===== src/rtl/aiken_pkg.sv =====
// Shared definitions for the Aiken digit packer: default width, FSM encoding,
// and the bounds of the Aiken-illegal code range.
package aiken_pkg;

  localparam int NDIG_DEF = 4;

  localparam logic [3:0] ILL_LO = 4'b0101;
  localparam logic [3:0] ILL_HI = 4'b1010;

  typedef enum logic [1:0] {
    EMPTY = 2'd0,
    FILL  = 2'd1,
    FULL  = 2'd2
  } state_t;

endpackage


===== src/rtl/aiken_chk.sv =====
// Flags a 4-bit code that is not a legal Aiken (2-4-2-1) digit.
// Purely combinational.
module aiken_chk
  import aiken_pkg::*;
(
  input  logic [3:0] code,
  output logic       bad
);

  assign bad = (code >= ILL_LO) && (code <= ILL_HI);

endmodule


===== src/rtl/aiken_pack.sv =====
// Packs NDIG Aiken digits (or fewer on in_last) into one word with an error flag.
// Latency 1 from the completing accept; in_ready drops only while a word is held and not taken.
module aiken_pack
  import aiken_pkg::*;
#(
  parameter int NDIG = NDIG_DEF
) (
  input  logic              clk,
  input  logic              rst_n,
  input  logic              in_valid,
  output logic              in_ready,
  input  logic [3:0]        in_aiken,
  input  logic              in_invalid,
  input  logic              in_last,
  output logic              out_valid,
  input  logic              out_ready,
  output logic [4*NDIG-1:0] out_word,
  output logic [3:0]        out_count,
  output logic              out_err
);

  state_t state;
  logic   code_bad;
  logic   bad;
  logic   accept;
  logic   done;

  aiken_chk u_chk (
    .code (in_aiken),
    .bad  (code_bad)
  );

  assign bad      = in_invalid | code_bad;
  assign in_ready = !out_valid || out_ready;
  assign accept   = in_valid && in_ready;
  assign done     = in_last || (out_count == 4'(NDIG - 1));

  // The out_* registers double as the accumulator, so the held word is inherently stable.
  always_ff @(posedge clk) begin
    if (!rst_n) begin
      state     <= EMPTY;
      out_valid <= 1'b0;
      out_word  <= '0;
      out_count <= '0;
      out_err   <= 1'b0;
    end else begin
      case (state)
        EMPTY, FILL: begin
          if (accept) begin
            for (int k = 0; k < NDIG; k++) begin
              if (out_count == 4'(k)) out_word[4*k +: 4] <= in_aiken;
            end
            out_count <= out_count + 4'd1;
            out_err   <= out_err | bad;
            if (done) begin
              state     <= FULL;
              out_valid <= 1'b1;
            end else begin
              state     <= FILL;
            end
          end
        end
        FULL: begin
          if (out_ready) begin
            if (accept) begin
              // Word leaves and the new digit becomes digit 0 in the same edge.
              out_word  <= {{(4*NDIG-4){1'b0}}, in_aiken};
              out_count <= 4'd1;
              out_err   <= bad;
              state     <= in_last ? FULL : FILL;
              out_valid <= in_last;
            end else begin
              out_word  <= '0;
              out_count <= '0;
              out_err   <= 1'b0;
              state     <= EMPTY;
              out_valid <= 1'b0;
            end
          end
        end
        default: begin
          state     <= EMPTY;
          out_valid <= 1'b0;
          out_word  <= '0;
          out_count <= '0;
          out_err   <= 1'b0;
        end
      endcase
    end
  end

endmodule

===== config.mk =====
export PLATFORM = sky130hd
export DESIGN_NAME = aiken_pack
export DESIGN_NICKNAME = d
export VERILOG_FILES = /design/src/rtl/aiken_pkg.sv /design/src/rtl/aiken_chk.sv /design/src/rtl/aiken_pack.sv
export SDC_FILE = /design/constraint.sdc
export NUM_CORES = 1
export LEC_CHECK = 0
export CAP_MARGIN = 25
export CORE_UTILIZATION = 30
export DETAILED_ROUTE_END_ITERATION = 10
export SYNTH_ARGS = -nofsm -noshare
export SYNTH_HDL_FRONTEND = slang
export SYNTH_SLANG_ARGS = --single-unit

===== constraint.sdc =====
create_clock -name clk -period 3.15 [get_ports clk]
set_input_delay 0.315 -clock clk [delete_from_list [all_inputs] [get_ports clk]]
set_output_delay 0.315 -clock clk [all_outputs]
set_load 0.02 [all_outputs]

# Yosys cells after proc, flatten, opt, wreduce, memory -nomap -nowiden
# Index checks and enable logic that the tools add are counted.
# totals
inputBits	10
regBits	24
word_cells	66
# classes
n_bitwise	2
n_eq_ne	12
add_sub_neg	1
n_reduce_logical	14
n_mux	27
order_cmp	2
# ops
cell	n
two-way mux 16 bit	2
one-hot mux 16 bit (2 select lines)	1
two-way mux 4 bit	7
AND reduction 3 bit	5
!= test 2 bit (second input constant)	7
two-way mux 2 bit	5
equality test 4 x 2 -> 1 bit (second input constant)	2
two-way mux 1 bit	8
one-hot mux 4 bit (2 select lines)	1
adder 4 x 1 -> 4 bit (second input constant)	1
equality test 4 x 1 -> 1 bit (second input constant)	1
>= comparator 4 x 3 -> 1 bit (second input constant)	1
<= comparator 4 bit (second input constant)	1
zero test 4 bit	1
one-hot mux 1 bit (2 select lines)	2
one-hot mux 2 bit (2 select lines)	1
equality test 2 x 1 -> 1 bit (second input constant)	1
equality test 2 bit (second input constant)	1
logical AND 1 bit	2
zero test 2 bit	1
logical OR 1 bit	2
bitwise OR 1 bit	2
AND reduction 2 bit	1
OR reduction 2 bit	1
zero test 1 bit	1

# Logic depth before layout (Yosys ltp)
# depth
depth_word	6
ltp_mapped	6
mapped_depth_nobuf	6

# Modules after synthesis
# From an unflattened synthesis, not the netlist that was laid out.
# unflattened
cells_unflattened	133
hier_area_um2	1171.1
# by_module_without_submodules
mod	instances	area_each_um2	cells_per_inst
aiken_pack	1	1144.8	129
aiken_chk	1	26.3	4

# Worst setup path after synthesis
# OpenSTA, ideal clock, no wires.
# synth_timing
path_kind	register -> register
from	reg out_valid
to	reg out_valid
path_stages_with_launch	6
arrival_time_ns	1.376
synth_period_minus_slack_ns	1.498
required_time_ns	3.028
path_buffers	0
setup_slack_ns	1.652
path_cell_list	dfxtp_1 -> nor2b_2 -> inv_2 -> a31oi_4 -> nor2_1 -> o311a_1
# synth_via
elab_chain_cells	6
elab_cells_between_ends	8
cone_classes	eq/ne (1); mux (3); reduce/logical (4)
# synth_lines
element	line_no	source
start, declared	aiken_pack.sv:15	output logic out_valid,
start signal, assigned	aiken_pack.sv:71	out_valid <= in_last;
zero test 1 bit *	aiken_pack.sv:34	assign in_ready = !out_valid || out_ready;
logical OR 1 bit *	aiken_pack.sv:34	
named net in_ready	aiken_pack.sv:11	output logic in_ready,
logical AND 1 bit *	aiken_pack.sv:35	assign accept = in_valid && in_ready;
two-way mux 1 bit	aiken_pack.sv:65	if (accept) begin
two-way mux 1 bit	aiken_pack.sv:64	if (out_ready) begin
one-hot mux 1 bit (2 select lines)	aiken_pack.sv:47	case (state)
# The timed path passes the listed nets; every way through them passes the cells marked *. The select of a mux whose other input is x is not followed.
# A chain may end at the register's enable or synchronous reset.

# Worst setup path in the final report
# layout_timing
from	in out_ready
to	out in_ready
# layout_via
elab_chain_cells	1
# layout_lines
element	line_no	source
start, declared	aiken_pack.sv:16	input logic out_ready,
logical OR 1 bit	aiken_pack.sv:34	
end, declared	aiken_pack.sv:11	
# No other way between the ends.

==> impl_metrics.env <==
export IMPL_status="complete, no violations"
export IMPL_cp_required_ns=2.83
export IMPL_async_flop_share_pct=0
export IMPL_place_hpwl_mm=2.11
export IMPL_crit_fanout=6
export IMPL_firstDrtPassIters=4
export IMPL_clk_pin_slew_ns=0.08
export IMPL_die_w_um=63.9
export IMPL_cts_tree="built"
export IMPL_slew_viol_final=0
export IMPL_io_buffers=32
export IMPL_numCtsBuffers=3
export IMPL_synth_seq_cells=24
export IMPL_yosysSeqAreaShare_pct=41.7
export IMPL_ff2ff_path_depth=4
export IMPL_setup_worst_path_class="in2out"
export IMPL_antenna_found_initial=0
export IMPL_cts_num_sinks=24
export IMPL_seqPwrFrac_pct=44.6
export IMPL_peakVddDrop_mv=0.197
export IMPL_avgSynthCellArea_um2=8.85
export IMPL_ant_nets=0
export IMPL_synth_top_cell_area_share_pct=41.7
export IMPL_r2r_start="state[1]"
export IMPL_hold_depth=2
export IMPL_switchingPower_mw=0.195
export IMPL_cts_hold_buf=0
export IMPL_muxShareOfSynthArea_pct=6.96
export IMPL_clk_latency_ns=0.26
export IMPL_switching_share_pct=25.9
export IMPL_placed_cells=206
export IMPL_final_cell_mix="clkdlybuf4s50_1, nand2_1, dfxtp_1"
export IMPL_power_frac_clock_pct=35.6
export IMPL_ctsRootBufferMaster="clkbuf_8"
export IMPL_io_pins=33
export IMPL_r2r_slack_ns=1.55
export IMPL_syn_inst=130
export IMPL_ys_types=36
export IMPL_internal_power_mw=0.558
export IMPL_setup_viol=0
export IMPL_hold_viol=0
export IMPL_place_congestion=0.933
export IMPL_nets=177
export IMPL_cap_violations=0
export IMPL_grt_pass1_vias=997
export IMPL_endpoint_kind="output port"
export IMPL_relSlewSlack_pct=68.9
export IMPL_hold_class="reg2reg"
export IMPL_fin_crit_sh_pct=65.7
export IMPL_max_freq_mhz=483
export IMPL_vias_per_cell=5.17
export IMPL_holdCritStartpoint="out_word[11]"
export IMPL_post_drt_wl_per_cell_um=12.7
export IMPL_rsz0062_at_grt="false"
export IMPL_synth_top_family_by_area="compound AO/OA/AOI/OAI gates"
export IMPL_drtIter0Drc=21
export IMPL_num_rows=22
export IMPL_r2r_end="out_word[7]"
export IMPL_htreeDepth=1
export IMPL_synth_edff_count=0
export IMPL_period_needed_ns=2.07
export IMPL_combPwrFrac_pct=19.8
export IMPL_grt_max_degree=16
export IMPL_placed_cell_area_um2=1510
export IMPL_holdPathEnd="out_word[11]"
export IMPL_route_detailed_drc=0
export IMPL_grt_ovfl_total=0
export IMPL_p_leak_nw=0.629
export IMPL_powerDensity_nw_per_um2=476
export IMPL_n_antenna_cell=0
export IMPL_synthSimpleGateAreaFrac_pct=20.1
export IMPL_synthAdderAreaFrac_pct=4.35
export IMPL_wl_mm=2.68
export IMPL_synth_xor_xnor_area_share_pct=0
export IMPL_final_area_um2=1580
export IMPL_total_power_mw=0.753
export IMPL_post_cts_buffers=0
export IMPL_synth_area_leaders="dfxtp_1, nand2_1, mux2i_1, ha_1, a21oi_1"
export IMPL_crit_arrival_ns=1.76
export IMPL_drive_above_1_share_pct=5.56
export IMPL_dr_total_vias=1086
export IMPL_synth_compound_area_share_pct=22.5
export IMPL_setup_tns_ns=0
export IMPL_clock_path_buffers=2
export IMPL_syn_area_um2=1150
export IMPL_cts_resized=0
export IMPL_track_usage_pct=13.9
export IMPL_skew_ns=0.00356
export IMPL_die_area_um2=4090
export IMPL_yosys_warnings=0
export IMPL_mostFrequentLayoutCell="clkdlybuf4s50_1"
export IMPL_syn_nets=144
export IMPL_synth_top_area_cell="dfxtp_1"
export IMPL_area_growth_syn_to_layout_pct=37.5
export IMPL_critPathLaunchType="primary input"
export IMPL_synth_ff_type="dfxtp_1"
export IMPL_dp_worst_setup_slack_ns=1.09
export IMPL_fin_ws_ns=1.08
export IMPL_die_y_um=63.9
export IMPL_finalNonFillerCells=210
export IMPL_core_um2=3660
export IMPL_grt_pass1_wl_mm=4.49
export IMPL_worstMarginPinSlew_ns=0.465
export IMPL_initial_core_util_pct=31.4
==> power groups by stage <==
stage,clock network (mW),logic [mW],registers (mW)
2_1_floorplan,0,0.0772,0.354
3_3_place_gp,0,0.148,0.342
3_5_place_dp,0,0.149,0.343
4_1_cts,0.275,0.150,0.336
5_1_grt,0.286,0.163,0.339
6_report,0.268,0.149,0.336
==> stage by stage <==
step | hold WS [ns] | utilization, %
2_1_floorplan | 0.448 | -
3_3_place_gp | 0.452 | 41.3
3_5_place_dp | 0.452 | 41.3
4_1_cts | 0.465 | 43.2
5_1_grt | 0.493 | 43.2
6_report | 0.460 | 43.2
==> per-layer routing <==
layer / wire length, µm / vias to the layer above / part of all wire (%) / global-route usage (%)
met5: 0 / - / 0 / 0
met4: 18 / 0 / 0.67 / 3.41
met3: 109 / 2 / 4.1 / 2.32
met2: 1290 / 32 / 48 / 23.7
met1: 1260 / 521 / 47 / 18.0
li1: - / 531 / - / -
==> synthesized netlist by cell type (2+ instances only) <==
cell type  count
o21ai_1        2
and3_1         2
a22o_1         4
o211ai_1       2
o22ai_1        6
nor2_1         3
nand3_1        4
ha_1           4
nor2b_1        2
or3_1          2
mux2i_1        8
a21boi_0       2
nand2_1       24
o21ai_0        5
a21oi_1        9
dfxtp_1       24
inv_1          7
a31oi_1        2
==> layout make-up <==
class / instances / area, µm²
clock buffer: 3 / 41.3
timing repair buffer: 32 / 320
clock inverter: 1 / 30.0
fill: 364 / 2080
inverter: 8 / 30.0
multi-input combinational: 94 / 621
tap: 48 / 60.1
sequential: 24 / 480
==> worst max-delay path by stage <==
| stage | cells past startpoint | slack (ns) | end | start |
|---|---|---|---|---|
| global route | 4 | 1.04 | in_ready | out_ready |
| finish | 4 | 1.08 | in_ready | out_ready |
| global placement | 4 | 1.14 | in_ready | out_ready |
| detailed placement | 4 | 1.09 | in_ready | out_ready |
| floorplan | 5 | 1.65 | out_valid | out_valid |
| CTS | 4 | 1.08 | in_ready | out_ready |
==> state kept, by name, indices dropped and copies added (netlist names) <==
| name | cells |
|---|---|
| out_count | 4 |
| out_err | 1 |
| out_valid | 1 |
| out_word | 16 |
| state | 2 |
==> critical path, cell delays in order <==
cell	delay (ns)
clkdlybuf4s50_1	0.59
nor2b_2	0.10
inv_2	0.13
clkdlybuf4s50_1	0.62
==> kinds of logic after synthesis <==
family / after synthesis
simple gates: 44
buf+inv: 12
compound gates: 38
mux: 8
fa+ha+maj: 4
flops: 24
Note: power is estimated with default switching activity, not from simulation.
